<file path="src/rtl/mips_cpu_muldiv_pkg.sv">
// Shared types for the HI/LO multiply/divide unit: operation codes and FSM states.
package mips_cpu_muldiv_pkg;

  localparam int DATA_W_DEFAULT = 32;

  typedef enum logic [2:0] {
    NOP   = 3'd0,
    MULT  = 3'd1,
    MULTU = 3'd2,
    DIV   = 3'd3,
    DIVU  = 3'd4,
    MTHI  = 3'd5,
    MTLO  = 3'd6
  } muldiv_op_t;

  typedef enum logic [1:0] {
    IDLE = 2'd0,
    RUN  = 2'd1,
    FIX  = 2'd2
  } muldiv_state_t;

  function automatic logic is_signed_op(input muldiv_op_t op);
    return (op == MULT) || (op == DIV);
  endfunction

endpackage

</file>
<file path="src/rtl/mips_cpu_div_step.sv">
// One restoring-division iteration: shift in a dividend bit, trial-subtract the divisor.
module mips_cpu_div_step #(
  parameter int DATA_W = 32
) (
  input  logic [DATA_W-1:0] rem_i,
  input  logic              dividend_bit_i,
  input  logic [DATA_W-1:0] divisor_i,
  output logic [DATA_W-1:0] rem_o,
  output logic              q_bit_o
);

  logic [DATA_W:0] shifted;
  logic [DATA_W:0] diff;

  assign shifted = {rem_i, dividend_bit_i};
  assign diff    = shifted - {1'b0, divisor_i};
  // Partial remainder stays below the divisor, so the top bit of diff is a clean borrow flag.
  assign q_bit_o = ~diff[DATA_W];
  assign rem_o   = q_bit_o ? diff[DATA_W-1:0] : shifted[DATA_W-1:0];

endmodule

</file>
<file path="src/rtl/mips_cpu_muldiv.sv">
// Multi-cycle MULT/DIV unit owning HI/LO; magnitudes are iterated, signs applied in FIX.
module mips_cpu_muldiv
  import mips_cpu_muldiv_pkg::*;
#(
  parameter int DATA_W = DATA_W_DEFAULT
) (
  input  logic              clk,
  input  logic              reset,
  input  logic              start,
  input  muldiv_op_t        op,
  input  logic [DATA_W-1:0] a,
  input  logic [DATA_W-1:0] b,
  output logic              busy,
  output logic              done,
  output logic [DATA_W-1:0] hi,
  output logic [DATA_W-1:0] lo
);

  localparam int CNT_W = $clog2(DATA_W);

  muldiv_state_t       state_q;
  logic [CNT_W-1:0]    cnt_q;
  logic [2*DATA_W-1:0] acc_q, acc_d;
  logic [DATA_W-1:0]   opnd_q, hi_q, lo_q;
  logic                is_div_q, neg_q, sign_a_q, div0_q, done_q;

  logic                a_neg, b_neg;
  logic [DATA_W-1:0]   a_mag, b_mag;
  logic [DATA_W:0]     mul_sum;
  logic [DATA_W-1:0]   div_rem;
  logic                div_qbit;
  logic [DATA_W-1:0]   fix_hi, fix_lo;

  always_comb begin
    a_neg = is_signed_op(op) & a[DATA_W-1];
    b_neg = is_signed_op(op) & b[DATA_W-1];
    a_mag = a_neg ? (~a + 1'b1) : a;
    b_mag = b_neg ? (~b + 1'b1) : b;
  end

  mips_cpu_div_step #(.DATA_W(DATA_W)) u_div_step (
    .rem_i          (acc_q[2*DATA_W-1:DATA_W]),
    .dividend_bit_i (acc_q[DATA_W-1]),
    .divisor_i      (opnd_q),
    .rem_o          (div_rem),
    .q_bit_o        (div_qbit)
  );

  // acc_q is {product high, multiplier} for multiply and {remainder, dividend/quotient} for divide.
  always_comb begin
    mul_sum = {1'b0, acc_q[2*DATA_W-1:DATA_W]} + (acc_q[0] ? {1'b0, opnd_q} : '0);
    if (is_div_q) acc_d = {div_rem, acc_q[DATA_W-2:0], div_qbit};
    else          acc_d = {mul_sum, acc_q[DATA_W-1:1]};
  end

  always_comb begin
    fix_hi = '0;
    fix_lo = '0;
    if (is_div_q) begin
      if (div0_q)     fix_lo = '1;
      else if (neg_q) fix_lo = ~acc_q[DATA_W-1:0] + 1'b1;
      else            fix_lo = acc_q[DATA_W-1:0];
      fix_hi = sign_a_q ? (~acc_q[2*DATA_W-1:DATA_W] + 1'b1) : acc_q[2*DATA_W-1:DATA_W];
    end else begin
      {fix_hi, fix_lo} = neg_q ? (~acc_q + 1'b1) : acc_q;
    end
  end

  always_ff @(posedge clk) begin
    if (reset) begin
      state_q  <= IDLE;
      cnt_q    <= '0;
      acc_q    <= '0;
      opnd_q   <= '0;
      hi_q     <= '0;
      lo_q     <= '0;
      is_div_q <= 1'b0;
      neg_q    <= 1'b0;
      sign_a_q <= 1'b0;
      div0_q   <= 1'b0;
      done_q   <= 1'b0;
    end else begin
      done_q <= 1'b0;
      case (state_q)
        IDLE: begin
          if (start) begin
            case (op)
              MULT, MULTU, DIV, DIVU: begin
                state_q  <= RUN;
                cnt_q    <= CNT_W'(DATA_W - 1);
                is_div_q <= (op == DIV) || (op == DIVU);
                neg_q    <= a_neg ^ b_neg;
                sign_a_q <= a_neg;
                div0_q   <= (b == '0);
                if ((op == DIV) || (op == DIVU)) begin
                  acc_q  <= {{DATA_W{1'b0}}, a_mag};
                  opnd_q <= b_mag;
                end else begin
                  acc_q  <= {{DATA_W{1'b0}}, b_mag};
                  opnd_q <= a_mag;
                end
              end
              MTHI:    hi_q <= a;
              MTLO:    lo_q <= a;
              default: ;
            endcase
          end
        end
        RUN: begin
          acc_q <= acc_d;
          if (cnt_q == '0) state_q <= FIX;
          else             cnt_q   <= cnt_q - 1'b1;
        end
        FIX: begin
          hi_q    <= fix_hi;
          lo_q    <= fix_lo;
          done_q  <= 1'b1;
          state_q <= IDLE;
        end
        default: state_q <= IDLE;
      endcase
    end
  end

  assign busy = (state_q != IDLE);
  assign done = done_q;
  assign hi   = hi_q;
  assign lo   = lo_q;

endmodule

</file>
<file path="config.mk">
export PLATFORM = sky130hd
export DESIGN_NAME = mips_cpu_muldiv
export DESIGN_NICKNAME = d
export VERILOG_FILES = /design/src/rtl/mips_cpu_muldiv_pkg.sv /design/src/rtl/mips_cpu_div_step.sv /design/src/rtl/mips_cpu_muldiv.sv
export SDC_FILE = /design/constraint.sdc
export NUM_CORES = 1
export LEC_CHECK = 0
export CAP_MARGIN = 15
export CORE_MARGIN = 10
export CORE_UTILIZATION = 28
export CTS_CLUSTER_DIAMETER = 60
export DETAILED_ROUTE_END_ITERATION = 7
export PLACE_DENSITY = 0.44
export SLEW_MARGIN = 20
export SYNTH_ARGS = -nofsm -noshare
export SYNTH_HDL_FRONTEND = slang
export SYNTH_SLANG_ARGS = --single-unit
export TNS_END_PERCENT = 10
</file>
<file path="constraint.sdc">
create_clock -name clk -period 4 [get_ports clk]
set_input_delay 0.4 -clock clk [delete_from_list [all_inputs] [get_ports clk]]
set_output_delay 0.4 -clock clk [all_outputs]
set_load 0.01 [all_outputs]
</file>
==> impl_metrics.prom <==
# TYPE chip_impl_metric gauge
chip_impl_metric{name="placement.io_buffers",unit=""} 135
chip_impl_info{name="min-delay-path-class",value="input port to register"} 1
chip_impl_metric{name="share_of_the_synthesized_area_in_the_top_cell_type",unit="%"} 23.3
chip_impl_metric{name="final_cell_count_no_fill",unit=""} 2841
chip_impl_metric{name="layout-drive-gt1-share",unit="%"} 7.48
chip_impl_metric{name="synth.avg_cell_area",unit="sq um"} 7.22
chip_impl_metric{name="largest_net_degree_at_the_start_of_global_routing",unit=""} 65
chip_impl_metric{name="p_total",unit="mW"} 5.81
chip_impl_metric{name="ys_types",unit=""} 84
chip_impl_info{name="yosysTopAreaCell",value="sky130_fd_sc_hd__dfxtp_1"} 1
chip_impl_metric{name="worst_slew_pin_slew",unit="ps"} 1060
chip_impl_metric{name="floorplan.initialDensity",unit="%"} 28.2
chip_impl_metric{name="cp.required",unit="ps"} 4420
chip_impl_metric{name="width_of_the_die",unit="um"} 250
chip_impl_metric{name="finalMaxSlewViolations",unit=""} 0
chip_impl_metric{name="route.vias.total",unit=""} 15800
chip_impl_metric{name="antennaDiodeCount",unit=""} 0
chip_impl_metric{name="reg2reg_slack",unit="ps"} 330
chip_impl_metric{name="tritoncts.num_buffers",unit=""} 17
chip_impl_metric{name="finalSetupViolCount",unit=""} 0
chip_impl_metric{name="holdWs",unit="ps"} 298
chip_impl_metric{name="drt_first_iter_violations",unit=""} 1467
chip_impl_metric{name="maxCapViolCount",unit=""} 0
chip_impl_metric{name="crit_path_max_fo",unit=""} 13
chip_impl_metric{name="critical_path_arrival",unit="ps"} 4090
chip_impl_metric{name="pwr-share-clk",unit="%"} 28.8
chip_impl_metric{name="timing.reg2reg.worst_path_depth",unit=""} 12
chip_impl_metric{name="io_pins",unit=""} 136
chip_impl_metric{name="global_route.usage.total",unit="%"} 20.4
chip_impl_metric{name="via_per_inst",unit=""} 5.57
chip_impl_metric{name="timing.final.crit_share",unit="%"} 91.8
chip_impl_metric{name="edff_count_synth",unit=""} 0
chip_impl_info{name="clk_root_buffer_cell",value="sky130_fd_sc_hd__clkbuf_16"} 1
chip_impl_metric{name="syn_to_final_growth",unit="%"} 19.3
chip_impl_metric{name="final_net_count",unit=""} 2283
chip_impl_metric{name="worst_ir_drop_vdd",unit="mV"} 0.285
chip_impl_info{name="synthFlopType",value="sky130_fd_sc_hd__dfxtp_1"} 1
chip_impl_metric{name="dr.pass1.iters",unit=""} 6
chip_impl_metric{name="p_int",unit="mW"} 3.50
chip_impl_info{name="grt_setup_unrepaired",value="false"} 1
chip_impl_info{name="critical_path.reg2reg.startpoint",value="acc_q[0]"} 1
chip_impl_metric{name="post_synthesis_sequential_area_ratio",unit="%"} 23.3
chip_impl_metric{name="numClockSinks",unit=""} 172
chip_impl_metric{name="die_area",unit="sq um"} 62400
chip_impl_metric{name="register_share_of_total_power",unit="%"} 34.9
chip_impl_metric{name="floorplan.rows",unit=""} 84
chip_impl_metric{name="route.final.wire_length",unit="um"} 66300
chip_impl_metric{name="timing.setup.tns",unit="ps"} 0
chip_impl_info{name="cts_tree",value="done"} 1
chip_impl_metric{name="ctsHtreeMaxLevel",unit=""} 4
chip_impl_metric{name="number_of_antenna_violations_at_the_first_check_in_global_routing",unit=""} 5
chip_impl_metric{name="die_h",unit="um"} 250
chip_impl_info{name="timing.hold.worst_endpoint",value="hi[29]"} 1
chip_impl_info{name="timing.rr.end",value="acc_q[62]"} 1
chip_impl_metric{name="ys_ff_latch",unit=""} 172
chip_impl_metric{name="power.net_switching",unit="mW"} 2.31
chip_impl_metric{name="powerDensity",unit="nW/um^2"} 329
chip_impl_metric{name="p_comb_share",unit="%"} 36.4
chip_impl_metric{name="fill_cell_instance_count_of_the_final_layout",unit=""} 5683
chip_impl_metric{name="clock_buffer_depth",unit=""} 2
chip_impl_info{name="timing_worst_setup_path_type",value="register to register"} 1
chip_impl_info{name="critical_path_launch_point_type",value="register"} 1
chip_impl_metric{name="synth_async_sr_flop_share",unit="%"} 0
chip_impl_metric{name="clkTransAtPathRegs",unit="ps"} 70
chip_impl_metric{name="drcViolationCount",unit=""} 0
chip_impl_metric{name="core_area",unit="sq um"} 52400
chip_impl_metric{name="placed_cells",unit=""} 2810
chip_impl_metric{name="report.final.hold_viol_count",unit=""} 0
chip_impl_metric{name="power_leakage",unit="nW"} 6.62
chip_impl_metric{name="post_cts_buffers",unit=""} 0
chip_impl_metric{name="grt_first_pass_wirelength",unit="um"} 98300
chip_impl_metric{name="grt_remaining_overflow",unit=""} 0
chip_impl_metric{name="insertion_delay",unit="ps"} 470
chip_impl_metric{name="ys.warnings.count",unit=""} 0
chip_impl_metric{name="synth.net_count",unit=""} 2190
chip_impl_info{name="synth_area_leaders",value="sky130_fd_sc_hd__dfxtp_1 (23%), sky130_fd_sc_hd__a21oi_1 (7.2%), sky130_fd_sc_hd__nand2_1 (6.2%)"} 1
chip_impl_metric{name="quantity_of_hold_fixing_buffers_added_after_cts",unit=""} 0
chip_impl_metric{name="synthCells",unit=""} 2048
chip_impl_info{name="outcome",value="completed"} 1
chip_impl_metric{name="post-dp-hpwl",unit="um"} 52500
chip_impl_metric{name="final_setup_skew",unit="ps"} 9.91
chip_impl_metric{name="fin_crit",unit="ps"} 3670
chip_impl_metric{name="gp_congestion",unit=""} 0.916
chip_impl_metric{name="postRouteAntennaNets",unit=""} 0
chip_impl_metric{name="min_path_cells",unit=""} 2
chip_impl_metric{name="power.share.switching",unit="%"} 39.7
chip_impl_metric{name="timing.slew.headroom",unit="%"} 29.2
chip_impl_metric{name="syn-cell-area",unit="sq um"} 14800
chip_impl_metric{name="cts-resized-gates",unit=""} 0
chip_impl_info{name="worst_hold_startpoint",value="reset"} 1
chip_impl_metric{name="achievable_clock_frequency",unit="MHz"} 272
chip_impl_metric{name="wl_per_cell",unit="um"} 23.4
chip_impl_metric{name="grt_pass1_vias",unit=""} 15000
chip_impl_info{name="endpoint_kind",value="register"} 1
-- Yosys cell counts (all sizes together), types with 6 or more instances --
library cell,number
a2111oi,7
a211oi,41
a21o,24
a21oi,215
a22oi,20
a311oi,25
a31o,6
a31oi,19
a32o,7
a32oi,6
and2,13
and3,22
buf,25
clkbuf,116
dfxtp,172
ha,70
inv,69
mux2i,59
nand2,245
nand2b,10
nand3,59
nand3b,6
nand4,10
nor2,225
nor2b,14
nor3,46
nor3b,7
nor4,24
o211ai,21
o21a,13
o21ai,132
o21bai,11
o221ai,27
o22ai,9
o31a,8
o31ai,11
o41ai,14
or3,13
or4,11
xnor2,103
xor2,65
-- flip-flops by register name (all words and copies together), names as in the netlist --
register / flops
neg_q: 1
state_q: 2
acc_q: 64
sign_a_q: 1
is_div_q: 1
opnd_q: 32
div0_q: 1
cnt_q: 5
done: 1
hi: 32
lo: 32
-- metal layers --
metal	vias up	GRT usage [%]	share of wire, %
li1	7584	-	-
met1	7633	28.1	48
met2	499	31.0	43
met3	88	3.02	5.3
met4	8	8.66	3.7
met5	-	0	0.077
-- metrics by stage --
stage,worst slack (ps),cell area (sq um),utilization (%)
floorplan,1030,14800,-
global placement,166,17100,32.6
detailed placement,429,17100,32.6
CTS,395,17700,33.7
global route,44.5,17700,33.7
finish,330,17700,33.7
-- worst max-delay path: stages (launching register included) --
cell                       delay (ps)
sky130_fd_sc_hd__dfxtp_1          330
sky130_fd_sc_hd__inv_1            440
sky130_fd_sc_hd__nor2_1            90
sky130_fd_sc_hd__ha_1             400
sky130_fd_sc_hd__and3_1           220
sky130_fd_sc_hd__nand3_1           90
sky130_fd_sc_hd__nor3_1           430
sky130_fd_sc_hd__o41ai_2          190
sky130_fd_sc_hd__o31ai_2          590
sky130_fd_sc_hd__o211ai_1         180
sky130_fd_sc_hd__a32oi_1          290
sky130_fd_sc_hd__mux2i_1          220
sky130_fd_sc_hd__o21a_1           140
-- power by group through the flow --
stage	registers [mW]	logic [mW]	clock network, mW
detailed placement	2.06	2.09	0
global route	2.04	2.30	1.77
finish	2.03	2.11	1.67
CTS	2.02	2.10	1.72
floorplan	1.97	1.40	0
global placement	2.06	2.10	0
-- kinds of logic after synthesis --
group | synth area share (%)
flops | 23.3
fa+ha+maj | 6.19
compound gates | 28.0
simple gates | 22.8
mux | 4.14
buf+inv | 5.59
xor+xnor | 9.95
-- final cells by class --
cell class	instances	area, sq um	share of cell area (%)
clock inverters	11	86.3	0.489
well taps	688	861	4.87
clock buffers	20	467	2.64
repair buffers	215	1960	11.1
flip-flops and latches	172	3440	19.5
inverters	70	263	1.49
multi-input cells	1665	10600	59.9
-- worst max-delay path by stage --
stage          startpoint  cells past startpoint  slack, ps        end
6_report         acc_q[0]                     12        330  acc_q[62]
3_3_place_gp        a[17]                      9        170  acc_q[27]
2_1_floorplan    acc_q[0]                     13       1030  acc_q[62]
3_5_place_dp     acc_q[0]                     12        430  acc_q[62]
4_1_cts          acc_q[0]                     12        390  acc_q[62]
5_1_grt          acc_q[0]                     12         40  acc_q[62]
-- layout by cell type (no fill, tap or decap), types with 17 or more instances in the layout --
master                            netlist  routed
sky130_fd_sc_hd__nand2_1              245     245
sky130_fd_sc_hd__nor2_1               224     221
sky130_fd_sc_hd__a21oi_1              214     213
sky130_fd_sc_hd__dfxtp_1              172     171
sky130_fd_sc_hd__clkdlybuf4s50_1        0     134
sky130_fd_sc_hd__o21ai_0              124     124
sky130_fd_sc_hd__xnor2_1              103     103
sky130_fd_sc_hd__buf_4                  2      80
sky130_fd_sc_hd__ha_1                  70      70
sky130_fd_sc_hd__inv_1                 69      69
sky130_fd_sc_hd__xor2_1                65      65
sky130_fd_sc_hd__nand3_1               59      59
sky130_fd_sc_hd__mux2i_1               59      59
sky130_fd_sc_hd__nor3_1                45      45
sky130_fd_sc_hd__a211oi_1              41      41
sky130_fd_sc_hd__o221ai_1              27      27
sky130_fd_sc_hd__a311oi_1              25      25
sky130_fd_sc_hd__a21o_1                24      23
sky130_fd_sc_hd__and3_1                22      22
sky130_fd_sc_hd__o211ai_1              20      20
sky130_fd_sc_hd__a22oi_1               20      20
sky130_fd_sc_hd__nor4_1                20      19
sky130_fd_sc_hd__a31oi_1               19      19
sky130_fd_sc_hd__clkbuf_16              0      17
Note: power is estimated with default switching activity, not from simulation.
